File: config.mk
export PLATFORM = sky130hd
export DESIGN_NAME = fetch_stage_flat
export DESIGN_NICKNAME = d
export VERILOG_FILES = /design/src/rtl/fetch_stage_if.sv /design/src/rtl/fetch_stage.sv /design/src/flat_wrapper.sv
export SDC_FILE = /design/constraint.sdc
export NUM_CORES = 1
export LEC_CHECK = 0
export BUFFER_PORTS_ARGS = -buffer_cell sky130_fd_sc_hd__buf_2
export CORE_ASPECT_RATIO = 0.5
export CORE_MARGIN = 8
export CORE_UTILIZATION = 35
export DETAILED_ROUTE_END_ITERATION = 8
export GPL_ROUTABILITY_DRIVEN = 0
export HOLD_SLACK_MARGIN = 0.15
export PLACE_DENSITY = 0.54
export SKIP_CTS_REPAIR_TIMING = 1
export SKIP_LAST_GASP = 1
export SLEW_MARGIN = 5
export SYNTH_ARGS = -nofsm -noshare
export SYNTH_HDL_FRONTEND = slang
export SYNTH_SLANG_ARGS = --single-unit
File: constraint.sdc
create_clock -name clk -period 2.1 [get_ports clk]
set_input_delay 0.42 -clock clk [delete_from_list [all_inputs] [get_ports clk]]
set_output_delay 0.42 -clock clk [all_outputs]
set_load 0.05 [all_outputs]
File: src/rtl/fetch_stage_if.sv
// fetch_stage_if: hazard-control, instruction-memory and IF/ID signals of the fetch stage.
interface fetch_stage_if;
    logic        PCWrite;
    logic        IF_ID_write;
    logic        flush;
    logic [31:0] target_pc;
    logic        imem_req;
    logic [31:0] imem_addr;
    logic        imem_ready;
    logic [31:0] imem_rdata;
    logic [31:0] IF_ID_pc;
    logic [31:0] IF_ID_inst;
    logic        IF_ID_valid;
    modport master (
        input  PCWrite, IF_ID_write, flush, target_pc, imem_ready, imem_rdata,
        output imem_req, imem_addr, IF_ID_pc, IF_ID_inst, IF_ID_valid
    );
    modport slave (
        output PCWrite, IF_ID_write, flush, target_pc, imem_ready, imem_rdata,
        input  imem_req, imem_addr, IF_ID_pc, IF_ID_inst, IF_ID_valid
    );
endinterface

File: src/rtl/fetch_stage.sv
// fetch_stage: PC sequencing, instruction-memory requests and the IF/ID register,
// with a skid buffer for stalls and a drain state for redirects during an outstanding request.
module fetch_stage (
    input  logic          clk,
    input  logic          reset,
    fetch_stage_if.master bus
);
    localparam logic [31:0] NOP = 32'h0000_0013;
    typedef enum logic [1:0] {FETCH, HELD, DRAIN} state_t;
    state_t      state_q, state_d;
    logic [31:0] pc_q, pc_d, skid_q, skid_d, redir_q, redir_d;
    logic [31:0] if_pc_q, if_pc_d, if_inst_q, if_inst_d;
    logic        if_valid_q, if_valid_d;
    logic        stall, rdy, load;
    logic [31:0] tgt;
    always_comb begin
        stall      = !bus.PCWrite || !bus.IF_ID_write;
        tgt        = bus.target_pc & ~32'd3;
        rdy        = bus.imem_ready && state_q != HELD;
        load       = !bus.flush && !stall && (state_q == HELD || (state_q == FETCH && rdy));
        state_d    = state_q;
        pc_d       = pc_q;
        skid_d     = skid_q;
        redir_d    = redir_q;
        if_pc_d    = if_pc_q;
        if_inst_d  = (bus.flush || !stall) ? NOP : if_inst_q;
        if_valid_d = (bus.flush || !stall) ? 1'b0 : if_valid_q;
        if (bus.flush) begin
            // a completing or already-buffered response is discarded; otherwise wait it out in DRAIN
            pc_d    = (state_q == HELD || rdy) ? tgt : pc_q;
            redir_d = (state_q == HELD || rdy) ? redir_q : tgt;
            state_d = (state_q == HELD || rdy) ? FETCH : DRAIN;
        end else if (state_q == DRAIN) begin
            pc_d    = rdy ? redir_q : pc_q;
            state_d = rdy ? FETCH : DRAIN;
        end else if (load) begin
            if_pc_d    = pc_q;
            if_inst_d  = (state_q == HELD) ? skid_q : bus.imem_rdata;
            if_valid_d = 1'b1;
            pc_d       = pc_q + 32'd4;
            state_d    = FETCH;
        end else if (stall && rdy) begin
            skid_d  = bus.imem_rdata;
            state_d = HELD;
        end
    end
    always_ff @(posedge clk) begin
        if (reset) begin
            state_q    <= FETCH;
            pc_q       <= '0;
            skid_q     <= '0;
            redir_q    <= '0;
            if_pc_q    <= '0;
            if_inst_q  <= NOP;
            if_valid_q <= 1'b0;
        end else begin
            state_q    <= state_d;
            pc_q       <= pc_d;
            skid_q     <= skid_d;
            redir_q    <= redir_d;
            if_pc_q    <= if_pc_d;
            if_inst_q  <= if_inst_d;
            if_valid_q <= if_valid_d;
        end
    end
    // the outstanding request in DRAIN is still on pc_q, since pc only moves once it completes
    assign bus.imem_req    = !reset && state_q != HELD;
    assign bus.imem_addr   = pc_q;
    assign bus.IF_ID_pc    = if_pc_q;
    assign bus.IF_ID_inst  = if_inst_q;
    assign bus.IF_ID_valid = if_valid_q;
endmodule
File: src/flat_wrapper.sv
// flat-port wrapper written by rule: the top's interface ports become plain ports
module fetch_stage_flat 
  (clk, reset, bus_PCWrite, bus_IF_ID_write, bus_flush, bus_target_pc, bus_imem_ready, bus_imem_rdata, bus_imem_req, bus_imem_addr, bus_IF_ID_pc, bus_IF_ID_inst, bus_IF_ID_valid);
  fetch_stage_if bus_i ();
  input  logic clk;
  input  logic reset;
  input wire logic [$bits(bus_i.PCWrite)-1:0] bus_PCWrite;
  input wire logic [$bits(bus_i.IF_ID_write)-1:0] bus_IF_ID_write;
  input wire logic [$bits(bus_i.flush)-1:0] bus_flush;
  input wire logic [$bits(bus_i.target_pc)-1:0] bus_target_pc;
  input wire logic [$bits(bus_i.imem_ready)-1:0] bus_imem_ready;
  input wire logic [$bits(bus_i.imem_rdata)-1:0] bus_imem_rdata;
  output wire logic [$bits(bus_i.imem_req)-1:0] bus_imem_req;
  output wire logic [$bits(bus_i.imem_addr)-1:0] bus_imem_addr;
  output wire logic [$bits(bus_i.IF_ID_pc)-1:0] bus_IF_ID_pc;
  output wire logic [$bits(bus_i.IF_ID_inst)-1:0] bus_IF_ID_inst;
  output wire logic [$bits(bus_i.IF_ID_valid)-1:0] bus_IF_ID_valid;
  assign bus_i.PCWrite = bus_PCWrite;
  assign bus_i.IF_ID_write = bus_IF_ID_write;
  assign bus_i.flush = bus_flush;
  assign bus_i.target_pc = bus_target_pc;
  assign bus_i.imem_ready = bus_imem_ready;
  assign bus_i.imem_rdata = bus_imem_rdata;
  assign bus_imem_req = bus_i.imem_req;
  assign bus_imem_addr = bus_i.imem_addr;
  assign bus_IF_ID_pc = bus_i.IF_ID_pc;
  assign bus_IF_ID_inst = bus_i.IF_ID_inst;
  assign bus_IF_ID_valid = bus_i.IF_ID_valid;
  fetch_stage u_core (.clk(clk), .reset(reset), .bus(bus_i));
endmodule
==> run summary <==
Ys flop type -> dfxtp_1
CP max stage delay -> 0.38 ns
MaxCap Viol Count -> 0
Fin crit share -> 0.9585
Critical setup path kind -> reg -> out
Slowest cell on crit path -> dfxtp_1
Relative slew margins -> 0.6193
Synth top area share -> 0.4409
# fillers -> 2165
CTS tree -> built
Commonest cells post-synth -> nand2_1, a21oi_1, dfxtp_1, nor2_1, clkbuf_1
Dpl ws -> 0.1028 ns
# nets final -> 1204
Synth warn -> 0
Routed len/inst -> 16.22 um
Initial antenna violation count -> 1
Htree depth -> 4
Metal-1 WL -> 10970 um
Outcome -> complete, no violations
Vias in the first global route -> 6860
Area Growth Syn to Fin -> 27.45%
Chip height -> 116.9 um
Seq cells post-synth -> 157
DR DRC count -> 0
Worst Setup Start Kind -> flop
Wire length on met2 -> 10670 um
PortBufs -> 161
TritonCTS Buffers -> 17
Clock Path Buffers -> 2
Post-Route WL -> 23010 um
Synth area leader -> dfxtp_1
Grt ovf -> 0
Endpoints failing setup -> 0
Worst Path Max Fanout -> 9
CP endpoint kind -> output port
Power per Cell Area -> 812.7 nW/um^2
Top post-synthesis cells by area -> dfxtp_1, nand2_1, a21oi_1
DRT antenna net count -> 0
Final hold violation count -> 0
Die area -> 25470 sq um
Slew @ Worst Pin -> 0.5689 ns
Count leader, synth -> nand2_1
Root buffer cell -> clkbuf_16
Core area -> 20280 sq um
Vias -> 7155
Synth unique cells -> 62
Drt via density -> 5.042
Detail Placement HPWL -> 16010 um
Slew Viols, Final -> 0
Number of top-level pins -> 168
Met3 WL -> 1071 um
Pre-antenna DRT Iters -> 4
Worst min path class -> in -> reg
Crit path time final -> 2.013 ns
Syn Std Cell Area -> 7129 sq um
Asr flop ratio synth -> 0
Cells after synthesis -> 976
DRT iter0 DRCs -> 417
# rows -> 37
Crit-path cells -> nor2b_2, nor2_1, buf_2
Leak pwr -> 0.003648 uW
Largest net degree at the start of global routing -> 81
Seq/Total Area, Yosys -> 0.4409
Clock Pin Slew Worst Setup and Hold Paths -> 0.07 ns
Clk Latency, worst-skew pair -> 0.43 ns
Worst Setup Slack, final -> 0.08716 ns
F_max -> 0.4968 GHz
Worst Path Arrival -> 1.59 ns
Hold slack -> 0.2379 ns
Clock net sink count -> 157
Initial Util -> 0.3516
Worst endpoint required time -> 1.68 ns
Layout cell share with drive strength beyond 1 -> 0.2445
Die Span X -> 217.8 um
First-pass GRT wire length -> 36930 um
Number of synthesized flops with an enable pin -> 0
Average size of a mapped cell -> 7.305 sq um
Tot GR Track Use -> 0.1808
Worst VDD drop -> 0.0005217 V
Util after Layout -> 0.4481
Worst Skew -> 0.009242 ns
DR top layer -> met4
[worst paths after layout]
kind                                                          start                                    end  slack [ns]  depth (start not counted)
worst max-delay path                 u_core.state_q[0]$_SDFFE_PP0P_                           bus_imem_req        0.09                          3
worst max register to register       u_core.state_q[1]$_SDFFE_PP0P_  u_core.bus.imem_addr[16]$_SDFFE_PP0P_        0.11                          6
worst min-delay path                              bus_target_pc[26]        u_core.redir_q[26]$_SDFFE_PP0N_        0.24                          3
worst min register to register  u_core.bus.IF_ID_pc[3]$_SDFFE_PP0P_    u_core.bus.IF_ID_pc[3]$_SDFFE_PP0P_        0.45                          2
[state kept, by name, indices dropped and copies added (netlist names)]
| signal | count |
|---|---|
| u_core.bus.imem_addr | 30 |
| u_core.bus.IF_ID_valid | 1 |
| u_core.redir_q | 30 |
| u_core.skid_q | 32 |
| u_core.state_q | 2 |
| u_core.bus.IF_ID_inst | 32 |
| u_core.bus.IF_ID_pc | 30 |
[report_power, final]
group / switching (uW) / leakage, uW / total [uW] / internal, uW
Clock: 1250 / 0.000291 / 3120 / 1870
Combinational: 734 / 0.00208 / 1080 / 349
Sequential: 89.1 / 0.00128 / 3180 / 3090
[cells in the final DEF (no fill, tap or decap), drive strengths merged, types with 4 or more instances in the layout]
master and n:
nand2 297, buf 218, a21oi 175, dfxtp 157, nor2 67, o21ai 27, clkbuf 21, nor3 20
a211oi 17, nand4 14, nand3 11, inv 9, nor4 9, nand2b 7, and4 5, xor2 5
nor2b 5, clkinv 5, a21o 4, o211ai 4, xnor2 4, conb 4, a41oi 4
[logic make-up (layout without fill, tap and decap cells)]
| logic type | count (synthesis) | in the layout | synth area share |
|---|---|---|---|
| AO/OA/AOI/OAI | 262 | 262 | 0.2141 |
| XOR/XNOR | 9 | 9 | 0.01106 |
| adder cells (fa/ha/maj) | 1 | 1 | 0.001755 |
| buffers and inverters | 91 | 257 | 0.05405 |
| flip-flops | 157 | 157 | 0.4409 |
| multiplexers | 3 | 3 | 0.004388 |
| other | 1 | 5 | 0.0005260 |
| AND/OR/NAND/NOR | 452 | 452 | 0.2733 |
[stage by stage]
stage	TNS, ns	cells	power (uW)	instance area (sq um)
after floorplan	-0.01707	979	3939	7151
after global placement	0	1386	4320	8477
after detailed placement	0	1386	4334	8477
after CTS	0	1417	7478	9070
after global routing	-0.01189	1419	7722	9086
final	0	1419	7385	9086
[critical path: cells and delay by family, from the launching register on]
family / cells / cell delay [ns]
and+or+nand+nor: 2 / 0.46
DFF: 1 / 0.38
buffers and inverters: 1 / 0.33
[per-layer routing]
| layer | vias up | track usage |
|---|---|---|
| met5 | - | 0 |
| met4 | 0 | 0.05343 |
| met3 | 22 | 0.04130 |
| met2 | 163 | 0.2973 |
| met1 | 3343 | 0.2366 |
| li1 | 3627 | - |
[final cells by class]
cell class / instances / area (sq um) / share of cell area
multi-input cells: 731 / 3641 / 0.4007
flip-flops and latches: 157 / 3154 / 0.3472
repair buffers: 218 / 1324 / 0.1457
clock buffers: 21 / 480.5 / 0.05288
well taps: 273 / 341.6 / 0.03759
clock inverters: 10 / 112.6 / 0.01239
inverters: 8 / 30.03 / 0.003305
diodes: 1 / 2.502 / 0.0002754
Power figures use the tool's default switching activity.
